<file path="src/rtl/univ_reg.sv">
`default_nettype none
// ============================================================================
// Module   : univ_reg
// Brief    : N-bit universal register that can hold, load, shift, rotate,
//            increment or decrement its value. It also provides a
//            terminal-count output for building cascaded counters.
// Revision : 1.0 - initial release
// ============================================================================
module univ_reg #(
    parameter int              WIDTH       = 8,
    parameter logic [WIDTH-1:0] RESET_VALUE = '0
) (
    input  logic             clk_i,
    input  logic             rst_ni,
    input  logic             clr_i,
    input  logic             en_i,
    input  logic [2:0]       mode_i,
    input  logic [WIDTH-1:0] d_i,
    input  logic             ser_r_i,
    input  logic             ser_l_i,
    output logic [WIDTH-1:0] q_o,
    output logic             ser_r_o,
    output logic             ser_l_o,
    output logic             tc_o
);

    localparam logic [2:0] c_hold = 3'b000;
    localparam logic [2:0] c_load = 3'b001;
    localparam logic [2:0] c_shr  = 3'b010;
    localparam logic [2:0] c_shl  = 3'b011;
    localparam logic [2:0] c_inc  = 3'b100;
    localparam logic [2:0] c_dec  = 3'b101;
    localparam logic [2:0] c_rotr = 3'b110;
    localparam logic [2:0] c_rotl = 3'b111;

    localparam logic [WIDTH-1:0] c_one = {{(WIDTH-1){1'b0}}, 1'b1};

    logic [WIDTH-1:0] r_q;
    logic [WIDTH-1:0] w_next;
    logic             w_all_ones;
    logic             w_zero;

    always_comb begin
        w_next = r_q;
        case (mode_i)
            c_hold:  w_next = r_q;
            c_load:  w_next = d_i;
            c_shr:   w_next = {ser_r_i, r_q[WIDTH-1:1]};
            c_shl:   w_next = {r_q[WIDTH-2:0], ser_l_i};
            c_inc:   w_next = r_q + c_one;
            c_dec:   w_next = r_q - c_one;
            c_rotr:  w_next = {r_q[0], r_q[WIDTH-1:1]};
            c_rotl:  w_next = {r_q[WIDTH-2:0], r_q[WIDTH-1]};
            default: w_next = r_q;
        endcase
    end

    // Clear outranks enable, so a disabled stage can still be zeroed.
    always_ff @(posedge clk_i or negedge rst_ni) begin
        if (!rst_ni) begin
            r_q <= RESET_VALUE;
        end else if (clr_i) begin
            r_q <= '0;
        end else if (en_i) begin
            r_q <= w_next;
        end
    end

    assign w_all_ones = &r_q;
    assign w_zero     = ~|r_q;

    assign q_o     = r_q;
    assign ser_r_o = r_q[0];
    assign ser_l_o = r_q[WIDTH-1];
    // Terminal count is combinational so a chained stage can advance on the same edge.
    assign tc_o    = en_i & ~clr_i &
                     (((mode_i == c_inc) & w_all_ones) | ((mode_i == c_dec) & w_zero));

endmodule
`default_nettype wire

</file>
<file path="config.mk">
export PLATFORM = sky130hd
export DESIGN_NAME = univ_reg
export DESIGN_NICKNAME = d
export VERILOG_FILES = /design/src/rtl/univ_reg.sv
export SDC_FILE = /design/constraint.sdc
export NUM_CORES = 1
export LEC_CHECK = 0
export CELL_PAD_IN_SITES_DETAIL_PLACEMENT = 2
export CELL_PAD_IN_SITES_GLOBAL_PLACEMENT = 2
export CORE_MARGIN = 4
export CORE_UTILIZATION = 27
export CTS_CLUSTER_SIZE = 8
export DETAILED_ROUTE_END_ITERATION = 16
export PLACE_DENSITY = 0.82
export RECOVER_POWER = 100
export SLEW_MARGIN = 0
export SYNTH_ARGS = -nofsm -noshare
export SYNTH_HDL_FRONTEND = slang
export SYNTH_SLANG_ARGS = --single-unit
export TNS_END_PERCENT = 1
</file>
<file path="constraint.sdc">
create_clock -name clk_i -period 2.3 [get_ports clk_i]
set_input_delay 0.23 -clock clk_i [delete_from_list [all_inputs] [get_ports clk_i]]
set_output_delay 0.23 -clock clk_i [all_outputs]
set_load 0.01 [all_outputs]
</file>
==> results of run 1 <==
==> cells by family (layout without fill, tap and decap cells) <==
group | Yosys count | count (layout) | share of synthesized area [%]
AND/OR/NAND/NOR | 39 | 39 | 22.18
multiplexers | 10 | 10 | 10.64
XOR/XNOR | 2 | 2 | 1.795
adder cells (fa/ha/maj) | 7 | 7 | 9.743
AO/OA/AOI/OAI | 40 | 40 | 27.95
buffers and inverters | 12 | 51 | 7.179
flip-flops | 8 | 8 | 20.51
==> metal layers <==
metal | up-vias | GRT usage, % | share of wire, %
li1 | 529 | - | -
met1 | 557 | 24.09 | 49
met2 | 13 | 29.72 | 49
met3 | 2 | 0.8210 | 1.3
met4 | 0 | 5.955 | 0.65
met5 | - | 0 | 0
==> worst paths after layout <==
kind | slack, ns | cells past startpoint | to | startpoint
max in group asynchronous | 1.58 | 1 | q_o[0]$_DFFE_PN0P_ | rst_ni
min | 0.35 | 1 | q_o[5]$_DFFE_PN0P_ | rst_ni
max reg2reg | 0.31 | 7 | q_o[3]$_DFFE_PN0P_ | q_o[2]$_DFFE_PN0P_
max | 0.13 | 5 | tc_o | mode_i[2]
min in group clk_i | 0.62 | 2 | q_o[6]$_DFFE_PN0P_ | q_o[6]$_DFFE_PN0P_
min reg2reg | 0.62 | 2 | q_o[6]$_DFFE_PN0P_ | q_o[6]$_DFFE_PN0P_
==> Yosys cell counts, drive strengths merged, types with 2 or more instances <==
cell     number
a21oi        12
a22o          3
a32oi         2
buf           6
clkbuf        2
dfrtp         8
ha            6
inv           4
mux2          3
mux2i         7
nand2        14
nand3         2
nand3b        3
nand4         2
nor2          5
nor2b         2
nor3          3
nor4          2
o2111ai       2
o21ai         9
or3           2
==> area by class of cell <==
cell class | count | area, um^2
inverters | 4 | 15.01
multi-input cells | 98 | 716.9
flip-flops and latches | 8 | 205.2
well taps | 46 | 57.56
clock buffers | 3 | 22.52
fillers | 406 | 2007
repair buffers | 44 | 391.6
==> metrics by stage <==
step / utilization (%) / total power, W
global placement: 40.29 / 0.0003612
CTS: 40.95 / 0.0004961
floorplan: - / 0.0002672
global route: 41.25 / 0.0005247
finish: 41.25 / 0.0004904
detailed placement: 40.29 / 0.0003727
==> cells in the final DEF, fill, tap and decap left out, types with 3 or more instances in the layout <==
cell type        count
clkdlybuf4s50_1     20
nand2_1             14
buf_4               12
a21oi_1             11
mux2i_1              7
dlygate4sd3_1        7
o21ai_0              6
ha_1                 6
clkbuf_4             6
nor2_1               5
inv_1                4
dfrtp_2              4
dfrtp_1              4
nand3b_1             3
mux2_2               3
o21ai_1              3
a22o_1               3
==> worst max-delay path: stages <==
cell             delay (ns)
clkdlybuf4s50_1        0.50
buf_4                  0.24
and4bb_2               0.29
nor2b_1                0.14
clkdlybuf4s50_1        0.55
==> where the power goes <==
group / switching, W / leakage (nW) / internal (W)
clock network: 0.0000611 / 0.0138 / 0.0000603
registers: 0.0000244 / 0.102 / 0.000150
logic: 0.0000910 / 0.498 / 0.000104
total: 0.000176 / 0.614 / 0.000314
==> results by group, run 1 <==
Synth
  • Syn_nets: 142
  • Avg Synthesized Cell Area: 8.271 um^2
  • Yosys reg bits: 8
  • Yosys top cell area share: 20.51%
  • Area contributors post-synth: dfrtp_1, ha_1, mux2i_1
  • Synth Warn #: 0
  • Mapped Cells: 118
  • Post-synth EDFFs: 0
  • Sequential fraction of the synthesis area: 20.51%
  • Synth unique cells: 46
  • Synth async-reset ratio: 100.0%
  • Yosys top cell by area: dfrtp_1
  • Ys flop type: dfrtp_1
  • Post-Syn Area: 975.9 um^2

Route
  • DR DRC count: 0
  • Vias post-DR: 1101
  • DRT iter0 DRCs: 67
  • WL/cell: 19.01 um
  • DRT Wirelength: 3.860 mm
  • Initial DRT Pass Iterations: 5
  • Final ANT Viol Nets: 0
  • Via density: 5.424

Timing
  • Final period util: 94.56%
  • Slew HR: 56.92%
  • Final hold violations: 0
  • PnR worst setup slack: 0.1252 ns
  • Setup-failing EPs final: 0
  • Setup TNS: 0 ns
  • Least-Margin Pin Slew: 0.6461 ns
  • Hold WS: 0.3512 ns
  • Final Skew: 0.01378 ns
  • Slew Limit Fails: 0
  • Tmin final: 2.175 ns
  • Max Fclk: 459.8 MHz
  • RSZ-0062 raised after global routing: no

Clocking
  • Post-CTS setup repair buffer count: 0
  • Clk_lat worst skew: 0.27 ns
  • CTS Hold Bufs: 0
  • Cts bufs inserted: 3
  • Post-CTS Resized: 0
  • CTS tree: yes
  • Clk slew on worst S/H paths: 0.07 ns
  • H-tree depth: 1
  • Worst-case clock buffer depth: 2
  • Root buf cell: clkbuf_4
  • Clock Sinks: 8

Floorplan
  • Die Wd: 68.12 um
  • Die Ht: 68.12 um
  • Die ar.: 4640 um^2
  • Floorplan row count: 21
  • I/O Pins: 28
  • CORE AREA: 3416 um^2
  • Initial core utilization: 28.57%

Final layout
  • P&R area growth vs syn: 44.36%
  • Share of cells above drive strength 1: 21.66%
  • Nets@finish: 183
  • Fin cells: 203
  • Design Area, Final: 1409 um^2
  • Antenna diodes: 0
  • Max reg flops: 8

Critical path
  • CP Launch Type: input port
  • CP arrival: 1.94 ns
  • Critical Path Sink Type: output port
  • Crit Path Max Fanout: 16
  • Req. time, crit path: 2.07 ns
  • WS Path Type: in2out

Placement
  • Cell Area, Placed: 1376 um^2
  • Port Buffers: 27
  • Detail Placement HPWL: 3.107 mm
  • Pre-CTS setup slack: -0.2147 ns
  • Placed Cells: 200
  • Placer congestion estimate: 0.9100

GRT
  • First-pass GRT wire length: 6.092 mm
  • Largest net degree at the start of global routing: 17
  • Total grt overflow: 0
  • Antenna violations before repair: 0
  • Vias in the first global route: 1214
  • Global Route Usage Sum: 17.71%

Worst hold path
  • Worst min-delay path category: in2async

Outcome
  • Status: complete, no violations

Pwr
  • Leakage: 0.6138 nW
  • Worst vdd ir: 0.1160 mV
  • Pwr dens: 348.1 nW/um^2

Flow run
  • Max_cap viols: 0
No activity file was read; power rests on OpenSTA's default activity.
==> run 2, diff against run 1 <==
- CORE_UTILIZATION: 27 -> 29
- PLACE_DENSITY: 0.82 -> unset
- PLACE_DENSITY_LB_ADDON: unset -> 0.1
- clock period: 2.3 -> 2.75 ns (I/O delays scaled with it)
==> run 2 against run 1 <==
Net effect: global-route usage decreased by 0.24 points; power fell by 22%; final cell count shrank 7.9%; sequential cell count stayed put; via count decreased by 2.6%; sequential share of layout area is 1.1 points higher; clock power fell by 22%; routed wire length decreased by 7.6%; critical endpoint unchanged; highest routed layer unchanged.
==> results by group, run 2 (synthesis results as in run 1) <==
Outcome
  • Status: complete, no violations

Final layout
  • Share of cells above drive strength 1: 8.392%
  • Antenna diodes: 0
  • Most common cell after layout, fill and taps aside: clkdlybuf4s50_1
  • P&R area growth vs syn: 31.03%
  • Max reg flops: 8
  • Most frequent cells in the layout: clkdlybuf4s50_1, nand2_1, a21oi_1
  • Nets@finish: 169
  • Final Util: 40.88%
  • Design Area, Final: 1279 um^2

GRT
  • First-pass GRT wire length: 5.789 mm
  • Largest net degree at the start of global routing: 17
  • Antenna violations before repair: 0
  • Total grt overflow: 0
  • Vias in the first global route: 1125
  • Global Route Usage Sum: 17.47%

Critical path
  • Slowest stage delay, CP: 0.57 ns
  • R2r worst-path depth: 6
  • Worst path top cell family by delay: buffers and inverters
  • R2r endpoint: q_o[6]$_DFFE_PN0P_
  • R2R Setup Slk: 0.58 ns
  • Top cell by count, worst path: clkdlybuf4s50_1
  • Critical Path Sink Type: output port
  • CP Launch Type: input port
  • CP arrival: 2.19 ns
  • Slowest stage cell, crit path: clkbuf_1
  • WS Path Type: in2out
  • Req. time, crit path: 2.48 ns
  • Worst reg2reg startpoint: q_o[0]$_DFFE_PN0P_
  • Crit path from: mode_i[0]
  • Buf/Inv on CP: 3
  • Worst Setup EP: tc_o
  • Critical Path Stages: 5
  • Crit Path Max Fanout: 14
  • CP Cell Sequence: clkdlybuf4s50_1, clkbuf_1, a31oi_1, nor2b_1, clkdlybuf4s50_1

Clocking
  • Post-CTS setup repair buffer count: 0
  • Cts bufs inserted: 3
  • Clock Sinks: 8
  • Root buf cell: clkbuf_4
  • Post-CTS Resized: 0
  • CTS Hold Bufs: 0
  • Clk slew on worst S/H paths: 0.06 ns
  • CTS tree: yes
  • H-tree depth: 1
  • Clk_lat worst skew: 0.26 ns
  • Worst-case clock buffer depth: 2

Timing
  • Slew HR: 48.99%
  • Final Skew: 0.001871 ns
  • Final hold violations: 0
  • RSZ-0062 raised after global routing: no
  • Slew Limit Fails: 0
  • Final period util: 89.72%
  • Hold WS: 0.3853 ns
  • Setup-failing EPs final: 0
  • Setup TNS: 0 ns
  • Max Fclk: 405.3 MHz
  • Least-Margin Pin Slew: 0.7652 ns
  • Tmin final: 2.467 ns

Floorplan
  • Floorplan row count: 20
  • I/O Pins: 28
  • Initial core utilization: 31.20%
  • CORE AREA: 3128 um^2
  • Die ar.: 4357 um^2
  • Die Ht: 66.01 um
  • Die Wd: 66.01 um

Route
  • Via density: 5.733
  • DR DRC count: 0
  • Vias post-DR: 1072
  • Initial DRT Pass Iterations: 4
  • WL/cell: 19.07 um
  • Final ANT Viol Nets: 0
  • DRT iter0 DRCs: 37
  • DRT Wirelength: 3.567 mm

Placement
  • Cell Area, Placed: 1269 um^2
  • Placer congestion estimate: 0.7870
  • Detail Placement HPWL: 2.857 mm
  • Port Buffers: 27

Flow run
  • Max_cap viols: 0

Pwr
  • Worst vdd ir: 0.08810 mV
  • Pwr dens: 297.4 nW/um^2
  • Leakage: 0.5572 nW
  • Pwr Total: 0.0003804 W

Worst hold path
  • Worst min-delay path category: in2async
## run 2: area by class of cell
cell class / instances / area, um^2
inverter: 4 / 15.01
timing repair buffer: 30 / 289.0
tap: 44 / 55.05
sequential: 8 / 200.2
fill: 372 / 1849
multi-input combinational: 98 / 696.9
clock buffer: 3 / 22.52
## run 2: worst register-to-register path, delay by kind of cell, from the launching register on
family          cells  cell delay (ns)
simple gates        2             0.48
fa+ha+maj           1             0.49
flops               1             0.52
compound gates      3             0.54
## run 2: where the power goes
group | internal, W | switching [W] | leakage (nW)
clock | 0.0000502 | 0.0000440 | 0.0138
combinational | 0.0000711 | 0.0000711 | 0.435
sequential | 0.000125 | 0.0000192 | 0.109
total | 0.000246 | 0.000134 | 0.557
## run 2: worst min path at each step
stage,from,endpoint,slack (ns),cells past startpoint
CTS,rst_ni,q_o[2]$_DFFE_PN0P_,0.33,1
finish,rst_ni,q_o[0]$_DFFE_PN0P_,0.39,1
detailed placement,rst_ni,q_o[0]$_DFFE_PN0P_,0.60,1
global placement,rst_ni,q_o[0]$_DFFE_PN0P_,0.60,1
global route,rst_ni,q_o[2]$_DFFE_PN0P_,0.42,1
floorplan,rst_ni,q_o[0]$_DFFE_PN0P_,-0.02,0
## run 2: stage by stage
stage	cells	setup WS [ns]
floorplan	118	0.8504
global placement	184	0.2301
detailed placement	184	0.02677
CTS	187	0.3003
global route	187	0.1300
finish	187	0.2827
## run 2: metal layers
layer	vias up	GRT usage (%)	share of wire, %
li1	501	-	-
met2	26	32.67	50
met3	4	1.701	3.6
met4	0	3.807	0.84
met1	541	21.36	45
met5	-	0	0
